File: config.mk
export PLATFORM = sky130hd
export DESIGN_NAME = qdiv
export DESIGN_NICKNAME = d
export VERILOG_FILES = /design/src/rtl/qdiv_pkg.sv /design/src/rtl/qdiv_step.sv /design/src/rtl/qdiv.sv
export SDC_FILE = /design/constraint.sdc
export NUM_CORES = 1
export LEC_CHECK = 0
export ABC_AREA = 1
export CORE_ASPECT_RATIO = 1.1
export CORE_MARGIN = 2
export CORE_UTILIZATION = 57
export DETAILED_ROUTE_END_ITERATION = 10
export PLACE_DENSITY = 0.81
export SLEW_MARGIN = 20
export SYNTH_ARGS = -nofsm -noshare
export SYNTH_HDL_FRONTEND = slang
export SYNTH_SLANG_ARGS = --single-unit
File: constraint.sdc
create_clock -name clk -period 2.35 [get_ports clk]
set_input_delay 0.3525 -clock clk [delete_from_list [all_inputs] [get_ports clk]]
set_output_delay 0.3525 -clock clk [all_outputs]
set_load 0.02 [all_outputs]
File: src/rtl/qdiv_pkg.sv
// -----------------------------------------------------------------------------
// qdiv_pkg
// Shared types and constants for the qdiv sequential signed divider.
//   qdiv_state_e : controller states (IDLE / CALC / FIX)
//   QDIV_DW      : dividend / quotient width
//   QDIV_ITER    : restoring iterations per operation
//   QDIV_QMAX    : positive quotient saturation value
//   QDIV_QMIN    : negative quotient saturation value
// -----------------------------------------------------------------------------
package qdiv_pkg;

    localparam int QDIV_DW   = 32;
    localparam int QDIV_ITER = 32;

    localparam logic [QDIV_DW-1:0] QDIV_QMAX = 32'h7FFF_FFFF;
    localparam logic [QDIV_DW-1:0] QDIV_QMIN = 32'h8000_0000;

    typedef enum logic [1:0] {
        ST_IDLE = 2'd0,
        ST_CALC = 2'd1,
        ST_FIX  = 2'd2
    } qdiv_state_e;

endpackage : qdiv_pkg

File: src/rtl/qdiv_step.sv
// -----------------------------------------------------------------------------
// qdiv_step
// One radix-2 restoring division iteration, purely combinational.
// Ports:
//   rem_in   [N:0]   partial remainder before the shift
//   dvd_msb          dividend-magnitude bit shifted into the remainder
//   dvs_mag  [N-1:0] divisor magnitude (unsigned)
//   rem_out  [N:0]   partial remainder after the iteration
//   q_bit            quotient bit produced by this iteration
// -----------------------------------------------------------------------------
module qdiv_step #(
    parameter int N = 8
) (
    input  logic [N:0]   rem_in,
    input  logic         dvd_msb,
    input  logic [N-1:0] dvs_mag,
    output logic [N:0]   rem_out,
    output logic         q_bit
);

    logic [N+1:0] shifted;
    logic [N+1:0] trial;

    // The partial remainder stays below the divisor magnitude (< 2^N), so
    // after the shift it fits in N+1 bits; one extra bit carries the sign of
    // the trial subtraction.
    always_comb begin
        shifted = {rem_in, dvd_msb};
        trial   = shifted - {2'b00, dvs_mag};
        q_bit   = ~trial[N+1];
        rem_out = q_bit ? trial[N:0] : shifted[N:0];
    end

endmodule : qdiv_step

File: src/rtl/qdiv.sv
// -----------------------------------------------------------------------------
// qdiv
// Sequential signed divider: 32-bit signed dividend / N-bit signed divisor,
// restoring division on magnitudes, one iteration per ce-high cycle.
// Quotient truncates toward zero; remainder carries the dividend's sign.
// Optional feature macro: QDIV_REM_EN adds the remainder_dout port and its
// sign-correction logic.
// Ports:
//   clk, rst_n          clock, synchronous active-low reset
//   ce                  clock enable for acceptance and every iteration
//   input_vld           operands valid
//   dividend_din [31:0] signed dividend
//   divisor_din  [N-1:0] signed divisor
//   quotient_dout [31:0] signed quotient (registered)
//   remainder_dout [N-1:0] signed remainder (registered, QDIV_REM_EN only)
//   quotient_dout_vld   one-cycle result strobe
//   div_end             idle / ready
//   div_zero            divisor was zero (valid with the strobe)
//   div_ovf             -2^31 / -1 overflow (valid with the strobe)
// -----------------------------------------------------------------------------
module qdiv
    import qdiv_pkg::*;
#(
    parameter int N = 8
) (
    input  logic               clk,
    input  logic               rst_n,
    input  logic               ce,
    input  logic               input_vld,
    input  logic [QDIV_DW-1:0] dividend_din,
    input  logic [N-1:0]       divisor_din,
    output logic [QDIV_DW-1:0] quotient_dout,
`ifdef QDIV_REM_EN
    output logic [N-1:0]       remainder_dout,
`endif
    output logic               quotient_dout_vld,
    output logic               div_end,
    output logic               div_zero,
    output logic               div_ovf
);

    localparam logic [5:0] ITER_LAST = 6'(QDIV_ITER - 1);

    qdiv_state_e        state_q, state_d;
    logic [5:0]         cnt_q, cnt_d;
    logic [N:0]         prem_q, prem_d;     // partial remainder
    logic [QDIV_DW-1:0] dvd_q, dvd_d;       // dividend magnitude, becomes quotient magnitude
    logic [N-1:0]       dvs_q, dvs_d;       // divisor magnitude
    logic               q_sign_q, q_sign_d;
    logic               r_sign_q, r_sign_d;
    logic               zero_q, zero_d;
    logic               ovf_q, ovf_d;

    logic [QDIV_DW-1:0] quot_q, quot_d;
    logic               vld_q, vld_d;
    logic               dz_q, dz_d;
    logic               dov_q, dov_d;
`ifdef QDIV_REM_EN
    logic [N-1:0]       rem_q, rem_d;
`endif

    logic [N:0]         step_rem;
    logic               step_qbit;

    qdiv_step #(.N(N)) u_step (
        .rem_in  (prem_q),
        .dvd_msb (dvd_q[QDIV_DW-1]),
        .dvs_mag (dvs_q),
        .rem_out (step_rem),
        .q_bit   (step_qbit)
    );

    // -------------------------------------------------------------------------
    // State register
    // -------------------------------------------------------------------------
    // NOTE: sequential state uses non-blocking assignments so every flop
    // samples the pre-edge value of the others, independent of statement order.
    always_ff @(posedge clk) begin
        if (!rst_n) begin
            state_q  <= ST_IDLE;
            cnt_q    <= '0;
            prem_q   <= '0;
            dvd_q    <= '0;
            dvs_q    <= '0;
            q_sign_q <= 1'b0;
            r_sign_q <= 1'b0;
            zero_q   <= 1'b0;
            ovf_q    <= 1'b0;
            quot_q   <= '0;
            vld_q    <= 1'b0;
            dz_q     <= 1'b0;
            dov_q    <= 1'b0;
`ifdef QDIV_REM_EN
            rem_q    <= '0;
`endif
        end else begin
            state_q  <= state_d;
            cnt_q    <= cnt_d;
            prem_q   <= prem_d;
            dvd_q    <= dvd_d;
            dvs_q    <= dvs_d;
            q_sign_q <= q_sign_d;
            r_sign_q <= r_sign_d;
            zero_q   <= zero_d;
            ovf_q    <= ovf_d;
            quot_q   <= quot_d;
            vld_q    <= vld_d;
            dz_q     <= dz_d;
            dov_q    <= dov_d;
`ifdef QDIV_REM_EN
            rem_q    <= rem_d;
`endif
        end
    end

    // -------------------------------------------------------------------------
    // Next-state and datapath
    // -------------------------------------------------------------------------
    always_comb begin
        // NOTE: every signal gets a default first so no path leaves it
        // unassigned, which would otherwise infer a latch.
        state_d  = state_q;
        cnt_d    = cnt_q;
        prem_d   = prem_q;
        dvd_d    = dvd_q;
        dvs_d    = dvs_q;
        q_sign_d = q_sign_q;
        r_sign_d = r_sign_q;
        zero_d   = zero_q;
        ovf_d    = ovf_q;
        quot_d   = quot_q;
        dz_d     = dz_q;
        dov_d    = dov_q;
        // Strobe lasts one cycle whatever ce does afterwards.
        vld_d    = 1'b0;
`ifdef QDIV_REM_EN
        rem_d    = rem_q;
`endif

        unique case (state_q)
            ST_IDLE: begin
                if (ce && input_vld) begin
                    // -2^31 negates to itself, which is its correct unsigned magnitude.
                    dvd_d    = dividend_din[QDIV_DW-1] ? -dividend_din : dividend_din;
                    dvs_d    = divisor_din[N-1] ? -divisor_din : divisor_din;
                    q_sign_d = dividend_din[QDIV_DW-1] ^ divisor_din[N-1];
                    r_sign_d = dividend_din[QDIV_DW-1];
                    zero_d   = (divisor_din == '0);
                    ovf_d    = (dividend_din == QDIV_QMIN) && (divisor_din == {N{1'b1}});
                    cnt_d    = '0;
                    prem_d   = '0;
                    state_d  = ST_CALC;
                end
            end

            ST_CALC: begin
                if (ce) begin
                    prem_d = step_rem;
                    dvd_d  = {dvd_q[QDIV_DW-2:0], step_qbit};
                    cnt_d  = cnt_q + 6'd1;
                    if (cnt_q == ITER_LAST) begin
                        state_d = ST_FIX;
                    end
                end
            end

            ST_FIX: begin
                if (ce) begin
                    if (zero_q) begin
                        quot_d = r_sign_q ? QDIV_QMIN : QDIV_QMAX;
                    end else if (ovf_q) begin
                        quot_d = QDIV_QMAX;
                    end else begin
                        quot_d = q_sign_q ? -dvd_q : dvd_q;
                    end
`ifdef QDIV_REM_EN
                    if (zero_q || ovf_q) begin
                        rem_d = '0;
                    end else begin
                        rem_d = r_sign_q ? -prem_q[N-1:0] : prem_q[N-1:0];
                    end
`endif
                    dz_d    = zero_q;
                    dov_d   = ovf_q;
                    vld_d   = 1'b1;
                    state_d = ST_IDLE;
                end
            end

            default: state_d = ST_IDLE;
        endcase
    end

    // -------------------------------------------------------------------------
    // Outputs
    // -------------------------------------------------------------------------
    always_comb begin
        quotient_dout     = quot_q;
        quotient_dout_vld = vld_q;
        div_end           = (state_q == ST_IDLE);
        div_zero          = dz_q;
        div_ovf           = dov_q;
`ifdef QDIV_REM_EN
        remainder_dout    = rem_q;
`endif
    end

endmodule : qdiv

==> out/results.txt, run 1 <==
Post-route cell area: 0.00776 mm^2
Diodes inserted: 0
Routed WL: 17.4 mm
Worst Path Max Fanout: 3
Top post-synthesis cells by area: dfxtp_1 (29%), nand2_1 (12%), a21oi_1 (11%)
Synth unique cells: 49
Core ar.: 0.0113 mm^2
Hold Crit Class: reg2reg
Critical path class: reg2reg
Clock Sinks: 96
Port Buffer Count: 79
Largest area contributor in the netlist: dfxtp_1
P per Cell Area: 654 mW/mm^2
Period utilisation layout: 89.6%
Dpl cells: 1,228
WP data arrival: 2310 ps
Register area share after synthesis: 29.2%
Max-slew violation count: 0
ANT nets after route: 0
Vias in the first global route: 6,161
Worst Skew: 5.41 ps
Postcts setup bufs: 0
Clock period minus worst slack: 2100 ps
CTS Buffer Depth: 2
Top cell type's share of synthesized area: 29.2%
Required time of the critical path: 2560 ps
EDFF count, synth: 0
Relative slew slack: 55.6%
Static Leak: 3.34 nW
First-pass GRT wire length: 29.3 mm
Synthesized flop and latch total: 96
Final Non-Filler Cells: 1,243
Die width: 106 um
Via density: 5.70
Initial DRC count: 518
Hpwl dp: 13.4 mm
Die Y: 117 um
Final setup fails: 0
GRT Overall Usage: 28.8%
Status: complete, no violations
Vias: 7,081
Largest net degree at the start of global routing: 41
Setup total negative slack: 0 ps
VDD IR max: 0.334 mV
Layout cells sized above 1: 8.23%
Grt total ovfl: 0
Crit. End Element: flip-flop
Hold Violations, Final: 0
Area growth, synth to finish: 18.1%
Avg Cell Area, Syn: 6.39 um^2
CTS tree: done
Starting density of the core: 58.0%
Top_reg_cell synth: dfxtp_1
Synth Warn #: 0
I/O pin count: 80
Global placement routability congestion: 0.986
Clock slew at reported path FFs: 60 ps
NumNets Final: 1,147
H-tree depth: 3
Synth Cell Area: 0.00657 mm^2
Area post-placement: 0.00748 mm^2
Worst setup margin: 245 ps
Syn_nets: 1,087
Final hold slack: 463 ps
Clock Tree Root: clkbuf_16
Pre-antenna DRT Iters: 7
RSZ-0062 raised after global routing: false
Highest clock rate: 0.475 GHz
Row cnt: 41
Residual DRC count: 0
Dpl ws: 169 ps
Cts hold-fix bufs: 0
Max-cap violations: 0
Synth Instances: 1,029
Worst Tran Pin Value: 665 ps
CTS-repair resized insts: 0
Worst setup SP type: flip-flop
Wirelength per Cell: 14.0 um
CTS Buf Count: 9
Initial antenna violation count: 0
Worst-skew pair later-pin latency: 340 ps
Die ar.: 0.0124 mm^2
Asr flop ratio synth: 0%
cells by family after synthesis:
logic type / share of synthesized area (%)
buffers and inverters: 9.57
and+or+nand+nor: 33.8
DFF: 29.2
xor gates and xnor gates: 1.73
AOI/OAI and AO/OA: 22.9
adders and majority gates: 2.78
cell type report:
class,instances,area (um^2)
clock buffer,11,243
clock inverter,4,45.0
fill,1027,3570
inverter,108,408
multi-input combinational,779,4020
sequential,96,1920
tap,150,188
timing repair buffer,95,936
cells in the mapped netlist (all sizes together), types with 3 or more instances:
cell    instances
a21oi         146
buf            26
clkbuf         20
dfxtp          96
ha             13
inv           107
nand2         221
nand3         110
nand3b          7
nand4          19
nor2           91
nor3           20
o21a            5
o21ai         105
o221ai          3
o31ai           8
or2             4
xor2           11
critical path: stages (launching register included):
cell,delay [ps]
dfxtp_1,360
inv_1,90
ha_1,240
fa_1,430
o21ai_1,310
nand2_1,120
nand2_1,70
nand2_1,50
nand2_1,80
nand3_1,80
nand3_1,80
a21oi_1,60
sequential cells by signal, indices dropped and copies added, names as in the netlist:
register and flops:
ovf_q 1, cnt_q 6, zero_q 1, div_ovf 1, r_sign_q 1, dvs_q 8
prem_q 9, q_sign_q 1, div_zero 1, quotient_dout_vld 1, dvd_q 32, state_q 2
quotient_dout 32
report_power, final:
group / internal [W] / switching, W
sequential: 0.00174 / 0.000151
clock: 0.000842 / 0.000586
combinational: 0.000645 / 0.00111
total: 0.00323 / 0.00185
cells in the final DEF, fill, tap and decap left out, drive strengths merged, types with 2 or more instances in the layout:
cell	Yosys	final
nor3	20	20
o22ai	2	2
or2	4	4
a31oi	2	2
nand3	110	110
xor2	11	11
nor2	91	91
clkdlybuf4s50	0	79
xnor2	2	2
a21oi	146	146
clkinv	1	4
o31ai	8	8
nand3b	7	7
o32ai	2	2
o221ai	3	3
o21ai	105	105
ha	13	13
clkbuf	20	11
o21a	5	5
dfxtp	96	96
buf	26	16
inv	107	107
nand2	221	221
nand4	19	19
and2	2	2
path summary, 6_finish.rpt:
| check | start | to | slack (ps) | cells after the start |
|---|---|---|---|---|
| min reg2reg | cnt_q[2] | cnt_q[2] | 460 | 2 |
| min | cnt_q[2] | cnt_q[2] | 460 | 2 |
| max | dvd_q[31] | prem_q[6] | 250 | 11 |
| max reg2reg | dvd_q[31] | prem_q[6] | 250 | 11 |
per-layer routing:
layer | vias to the layer above | global-route usage, % | routed length (um)
met4 | 0 | 7.72 | 271
met1 | 3179 | 40.3 | 8150
met2 | 275 | 47.0 | 7880
li1 | 3600 | - | -
met3 | 27 | 3.79 | 1130
met5 | - | 0 | 0
metrics by stage:
step | power [W] | utilization [%]
floorplan | 0.00319 | -
global placement | 0.00361 | 65.9
detailed placement | 0.00364 | 65.9
CTS | 0.00506 | 68.5
global route | 0.00540 | 68.5
finish | 0.00508 | 68.5
Power figures use the tool's default switching activity.
==> run 2, diff against run 1 <==
--- a/config.mk
+++ b/config.mk
@@ -10,8 +10,7 @@
 export CORE_MARGIN = 2
 export CORE_UTILIZATION = 57
 export DETAILED_ROUTE_END_ITERATION = 10
-export PLACE_DENSITY = 0.81
-export SLEW_MARGIN = 20
+export PLACE_DENSITY = 0.86
 export SYNTH_ARGS = -nofsm -noshare
 export SYNTH_HDL_FRONTEND = slang
 export SYNTH_SLANG_ARGS = --single-unit
==> out/results.txt, run 2 (synthesized netlist as in run 1, its figures left out) <==
Worst-skew pair later-pin latency: 340 ps
Clock Sinks: 96
VDD IR max: 0.350 mV
Worst setup SP type: flip-flop
Relative slew slack: 56.9%
Status: complete, no violations
WP data arrival: 2320 ps
Hold Crit Start: div_zero
FF-to-FF Start: dvd_q[31]
CTS Buffer Depth: 2
Final setup fails: 0
Diodes inserted: 0
R2R setup slack: 250 ps
Worst Skew: 9.69 ps
Largest net degree at the start of global routing: 41
CTS tree: done
Reg-to-reg endpoint: prem_q[6]
H-tree depth: 3
Via density: 5.73
I/O pin count: 80
Postcts setup bufs: 0
Commonest non-fill, non-tap cell in the layout: nand2_1
Hold EP: div_zero
Starting density of the core: 58.0%
Clock period minus worst slack: 2100 ps
Max-cap violations: 0
Residual DRC count: 0
Highest clock rate: 0.475 GHz
R2r worst-path depth: 11
Required time of the critical path: 2560 ps
Vias: 7,126
Setup total negative slack: 0 ps
Clock Tree Root: clkbuf_16
Most frequent cells in the layout: nand2_1 (208), a21oi_1 (144), nand3_1 (107), inv_1 (97), dfxtp_1 (96)
Die Y: 117 um
Period utilisation layout: 89.6%
Worst setup margin: 245 ps
GRT Overall Usage: 29.0%
CTS-repair resized insts: 0
Vias in the first global route: 6,182
ANT nets after route: 0
RSZ-0062 raised after global routing: false
Global placement routability congestion: 0.969
Crit. End Element: flip-flop
Cts hold-fix bufs: 0
Grt total ovfl: 0
Layout cells sized above 1: 8.23%
Initial antenna violation count: 0
Port Buffer Count: 79
Clock slew at reported path FFs: 60 ps
Initial DRC count: 529
Wirelength per Cell: 14.2 um
Critical Path Source: dvd_q[31]
Die width: 106 um
Worst Tran Pin Value: 645 ps
Routed WL: 17.7 mm
Hold Violations, Final: 0
Area growth, synth to finish: 18.2%
Dpl ws: 133 ps
NumNets Final: 1,147
Critical path class: reg2reg
Static Leak: 3.34 nW
First-pass GRT wire length: 29.2 mm
Hold path cells: 1
Die ar.: 0.0124 mm^2
Worst Path Max Fanout: 3
Core ar.: 0.0113 mm^2
Hpwl dp: 13.2 mm
Hold Crit Class: reg2reg
Pre-antenna DRT Iters: 5
Row cnt: 41
Max-slew violation count: 0
P per Cell Area: 660 mW/mm^2
CTS Buf Count: 9
-- run 2: cell types whose count changed in the layout (fill, tap and decap cells not counted), sizes merged --
| cell | change |
|---|---|
| clkinv | -2 |
| inv | +2 |
-- run 2: per-layer routing --
| metal | wire length (um) | GRT usage (%) | vias to the layer above |
|---|---|---|---|
| met5 | 0 | 0 | - |
| met4 | 405 | 10.2 | 0 |
| met3 | 1190 | 3.63 | 29 |
| met2 | 7870 | 45.9 | 309 |
| met1 | 8190 | 40.7 | 3195 |
| li1 | - | - | 3593 |
-- run 2: how the worst max path moves through the flow --
stage / end / depth (start not counted)
floorplan: prem_q[6] / 11
global placement: ovf_q / 7
detailed placement: ovf_q / 7
CTS: prem_q[6] / 11
global route: prem_q[6] / 11
finish: prem_q[6] / 11
-- run 2: area by class of cell --
type                    count  area, um^2
clock buffers              11         243
clock inverters             4        52.6
fillers                  1021        3570
inverters                 108         408
multi-input cells         779        4020
flip-flops and latches     96        1920
well taps                 150         188
repair buffers             95         936
-- run 2: metrics by stage --
stage / hold slack, ps / area [um^2] / cells / power, W / util, %
finish: 463 / 7770 / 1243 / 0.00513 / 68.5
global route: 505 / 7770 / 1243 / 0.00543 / 68.5
CTS: 471 / 7770 / 1243 / 0.00511 / 68.5
detailed placement: 456 / 7480 / 1228 / 0.00364 / 65.9
global placement: 448 / 7480 / 1228 / 0.00361 / 65.9
floorplan: 429 / 6570 / 1029 / 0.00319 / -
-- run 2: power by group --
group	switching (W)	internal (W)
registers	0.000152	0.00174
clock network	0.000608	0.000854
logic	0.00113	0.000647
-- run 2: worst max-delay path, cell delays in order (launching register included) --
cell     delay [ps]
dfxtp_1         360
inv_1            90
ha_1            240
fa_1            420
o21ai_1         320
nand2_1         120
nand2_1          80
nand2_1          50
nand2_1          80
nand3_1          80
nand3_1          80
a21oi_1          60
==> run 3, diff against run 2 <==
--- a/config.mk
+++ b/config.mk
@@ -9,6 +9,7 @@
 export CORE_ASPECT_RATIO = 1.1
 export CORE_MARGIN = 2
 export CORE_UTILIZATION = 57
+export CTS_CLUSTER_DIAMETER = 80
 export DETAILED_ROUTE_END_ITERATION = 10
 export PLACE_DENSITY = 0.86
 export SYNTH_ARGS = -nofsm -noshare
==> results of run 3 <==
No change in the layout: final DEF, timing and power equal those of run 2.
